<file path="src/rtl/ram_fifo_ctrl_pkg.sv">
// ram_fifo_ctrl_pkg: shared sizing helpers for the RAM-backed FIFO controller.
package ram_fifo_ctrl_pkg;
    function automatic int fifo_depth(input int aw);
        return 1 << aw;
    endfunction
    function automatic int count_width(input int aw);
        return aw + 1;
    endfunction
endpackage

</file>
<file path="src/rtl/ram_fifo_ptr.sv">
// ram_fifo_ptr: wrapping AddressSize-bit pointer with async reset and increment enable.
module ram_fifo_ptr #(
    parameter int AddressSize = 4
) (
    input  logic                   clk,
    input  logic                   rst,
    input  logic                   inc,
    output logic [AddressSize-1:0] ptr
);
    always_ff @(posedge clk or posedge rst)
        if (rst) ptr <= '0;
        else if (inc) ptr <= ptr + AddressSize'(1);
endmodule

</file>
<file path="src/rtl/ram_fifo_ctrl.sv">
// ram_fifo_ctrl: push/pop FIFO controller driving a single-port RAM.
// Define RAM_FIFO_CTRL_ERRFLAGS_EN for sticky overflow/underflow outputs.
module ram_fifo_ctrl import ram_fifo_ctrl_pkg::*; #(
    parameter int Width = 8,
    parameter int AddressSize = 4
) (
    input  logic                                clk,
    input  logic                                rst,
    input  logic                                push,
    input  logic [Width-1:0]                    push_data,
    output logic                                push_ready,
    input  logic                                pop,
    output logic [Width-1:0]                    pop_data,
    output logic                                empty,
    output logic                                full,
    output logic [count_width(AddressSize)-1:0] count,
    output logic                                ram_we,
    output logic [AddressSize-1:0]              ram_addr,
    output logic [Width-1:0]                    ram_d,
`ifdef RAM_FIFO_CTRL_ERRFLAGS_EN
    output logic                                overflow,
    output logic                                underflow,
`endif
    input  logic [Width-1:0]                    ram_q
);
    localparam int CW = count_width(AddressSize);
    localparam logic [CW-1:0] DEPTH = CW'(fifo_depth(AddressSize));
    logic pop_fire, push_fire;
    logic [AddressSize-1:0] wr_ptr, rd_ptr;
    assign empty      = count == '0;
    assign full       = count == DEPTH;
    assign pop_fire   = pop & ~empty;
    // Single RAM port: a pop owns the address, so a concurrent push waits; reset blocks writes.
    assign push_ready = ~full & ~pop_fire & ~rst;
    assign push_fire  = push & push_ready;
    assign ram_we     = push_fire;
    assign ram_addr   = push_fire ? wr_ptr : rd_ptr;
    assign ram_d      = push_data;
    assign pop_data   = ram_q;
    ram_fifo_ptr #(.AddressSize(AddressSize)) u_wr (.clk(clk), .rst(rst), .inc(push_fire), .ptr(wr_ptr));
    ram_fifo_ptr #(.AddressSize(AddressSize)) u_rd (.clk(clk), .rst(rst), .inc(pop_fire), .ptr(rd_ptr));
    always_ff @(posedge clk or posedge rst)
        if (rst) count <= '0;
        else if (push_fire) count <= count + CW'(1);
        else if (pop_fire) count <= count - CW'(1);
`ifdef RAM_FIFO_CTRL_ERRFLAGS_EN
    always_ff @(posedge clk or posedge rst)
        if (rst) begin
            overflow  <= 1'b0;
            underflow <= 1'b0;
        end else begin
            overflow  <= overflow | (push & full);
            underflow <= underflow | (pop & empty);
        end
`endif
endmodule

</file>
<file path="config.mk">
export PLATFORM = sky130hd
export DESIGN_NAME = ram_fifo_ctrl
export DESIGN_NICKNAME = d
export VERILOG_FILES = /design/src/rtl/ram_fifo_ctrl_pkg.sv /design/src/rtl/ram_fifo_ptr.sv /design/src/rtl/ram_fifo_ctrl.sv
export SDC_FILE = /design/constraint.sdc
export NUM_CORES = 1
export LEC_CHECK = 0
export CAP_MARGIN = 20
export CORE_MARGIN = 1
export CORE_UTILIZATION = 39
export DETAILED_ROUTE_END_ITERATION = 10
export HOLD_SLACK_MARGIN = 0.06
export PLACE_DENSITY_LB_ADDON = 0.08
export SETUP_SLACK_MARGIN = 0.5
export SLEW_MARGIN = 25
export SYNTH_ARGS = -nofsm -noshare
export SYNTH_HDL_FRONTEND = slang
export SYNTH_SLANG_ARGS = --single-unit
</file>
<file path="constraint.sdc">
create_clock -name clk -period 3.3 [get_ports clk]
set_clock_uncertainty 0.2 [all_clocks]
set_input_delay 0.495 -clock clk [delete_from_list [all_inputs] [get_ports clk]]
set_output_delay 0.495 -clock clk [all_outputs]
set_load 0.01 [all_outputs]
</file>
==> flow_summary.yaml <==
status:
  status: "completed"
synthesis:
  netlist_instances: 95
  synth.cell_area_um2: 955
  synthTopCellsByCount: "buf_4 (16), dfrtp_1 (13), nand2_1 (7), xnor2_1 (6)"
  ys_async_sr_fraction_pct: 100
  ys_seq_elements: 13
  synth_edf_count: 0
  synth-main-ff-cell: "dfrtp_1"
  synth.most_common_cell: "buf_4"
  synth_top_area_cell: "dfrtp_1"
  syn_nets: 121
  syn_avg_cell_area_um2: 10.0
  ys_types: 33
  yosys_warnings: 0
  ys_seq_area_share_pct: 34.1
  yosysTopAreaCellShare_pct: 34.1
  synth_area_leaders: "dfrtp_1 (34%), buf_4 (13%), ha_1 (6.6%), mux2_4 (6.3%), xnor2_1 (5.5%)"
route:
  drt_wl_total_um: 2000
  wl_per_cell_um: 14.3
  num_vias: 733
  vias_per_cell: 5.24
  drt-pass1-iter-count: 4
  drc: 0
  postRouteAntennaNets: 0
  drt_iter0_drc: 10
placement:
  place_ws_ps: 210
  placed_area_mm2: 0.00108
  dpl.hpwl_um: 1470
  place_congestion: 0.733
  port-buffer-count: 16
min_path:
  worstHoldPathCells: 1
  min_from: "u_wr.ptr[3]"
  hp-class: "reg2reg"
floorplan:
  die-area_mm2: 0.00265
  initial_core_util_pct: 42.3
  ios: 49
  std_cell_rows: 17
  die_h_um: 51.5
  die_x_um: 51.5
  coreArea_mm2: 0.00225
clocking:
  cts_max_level: 1
  clk_pin_slew_worst_paths_ps: 80
  cts_tree: "built"
  insertion_delay_ps: 270
  root_buffer: "clkbuf_4"
  cts_buffer_depth: 2
  clock-sinks: 13
  cts_buffers: 3
  cts_hold_buf: 0
setup_path:
  worstSetupPathType: "reg2out"
  worstPathArrival_ps: 2120
  cp-start-kind: "flop"
  crit_fanout: 3
  cp-startpoint: "count[0]"
  end_kind: "output pin"
  rr_startpoint: "count[0]"
  crit_required_ps: 2600
  rr_worst_depth: 9
power_and_ir_drop:
  intPower_uw: 635
  power_density_mw_per_mm2: 868
  p_switching_uw: 396
  ir_drop_mv: 0.413
  p_seq_share_pct: 33.5
  power_frac_comb_pct: 57.1
  p_leak_nw: 0.556
  p_sw_share_pct: 38.4
  clkPwrFrac_pct: 9.5
timing:
  worst_slack_ps: 486
  hold_viol_final: 0
  period_minus_slack_ps: 2810
  max_freq_mhz: 355
  slew_headroom_pct: 80.9
  rsz0062_at_grt: "yes"
  tightest_slew_ps: 282
  final.setup.tns_ps: 0
  fin_crit_sh_pct: 85.3
  slew_viol_final: 0
  setup_viol: 0
grt:
  grt_usage_pct: 16.6
  grt_pass1_vias: 672
  grt_overflow_total: 0
  grt_pass1_wl_um: 3210
  antenna_found_initial: 0
  grt_max_degree: 15
final_layout:
  drive_gt1_share_pct: 33.9
  nets: 139
  synthToLayoutAreaGrowth_pct: 24.4
  diodes: 0
  post-route-cell-area_mm2: 0.00119
job:
  maxCapViolCount: 0
[power by group through the flow]
stage,Combinational [mW],Sequential (mW),Clock [mW]
detailed placement,0.534,0.363,0
global route,0.654,0.358,0.111
floorplan,0.348,0.346,0
CTS,0.574,0.343,0.105
finish,0.588,0.345,0.0975
global placement,0.527,0.363,0
[per-stage QoR]
stage	util, %	hold slack [ps]	total power [mW]	cells
2_1_floorplan	-	185	0.694	95
3_5_place_dp	48.0	265	0.897	128
5_1_grt	52.7	301	1.12	140
3_3_place_gp	48.0	259	0.890	128
4_1_cts	51.1	276	1.02	138
6_report	52.7	269	1.03	140
[per-layer routing]
layer  wire (um)  track usage (%)  up-vias
met3         165             6.55       16
met1         924             22.5      332
met2         861             23.2       28
li1            -                -      357
met5           0                0        -
met4          48             6.76        0
[cells in the final DEF (no fill, tap or decap), drive strengths merged, types with 2 or more instances in the layout]
master / n
nand4: 3
clkbuf: 5
ha: 5
xnor2: 6
dlygate4sd2: 3
nand2: 7
xor2: 2
a211o: 2
dfrtp: 13
mux2: 6
buf: 18
and3: 2
a21o: 3
o21ai: 2
a21oi: 2
nor2: 3
clkdlybuf4s50: 8
inv: 5
nor3: 2
a221oi: 2
[registers in the layout, indices dropped and copies added (netlist names)]
| register | count |
|---|---|
| count | 5 |
| u_rd.ptr | 4 |
| u_wr.ptr | 4 |
[cell type report]
type	count	area [um2]
fill	223	1070
multi-input combinational	59	505
sequential	13	328
timing repair buffer	31	269
tap	28	35.0
clock buffer	4	26.3
inverter	5	23.8
[kinds of logic after synthesis]
family | after synthesis | synth area share, %
multiplexers | 6 | 8.65
adder cells (fa/ha/maj) | 6 | 8.65
buffers and inverters | 23 | 16.3
flip-flops | 13 | 34.1
AND/OR/NAND/NOR | 22 | 11.5
AO/OA/AOI/OAI | 17 | 13.5
XOR/XNOR | 8 | 7.34
[final timing paths]
path | slack [ps] | to
worst min-delay path | 270 | u_wr.ptr[3]
worst max-delay path | 490 | ram_addr[2]
min in group asynchronous | 400 | u_wr.ptr[1]
max in group asynchronous | 2310 | count[0]
worst max register to register | 540 | count[3]
worst min register to register | 270 | u_wr.ptr[3]
[what timing repair did]
action / CTS / global route
setup endpoints to repair: 11 / 8
gates resized for setup: 19 / 11
setup buffers: 6 / 2
gates cloned: 0 / 0
pin swaps: 1 / 3
[worst max-delay path: stages, from the launching register on]
cell and delay [ps]:
dfrtp_2 420, or4_4 540, o211a_4 260, buf_6 120
buf_6 100, mux2_4 290, buf_6 120
No activity file was read; power rests on OpenSTA's default activity.
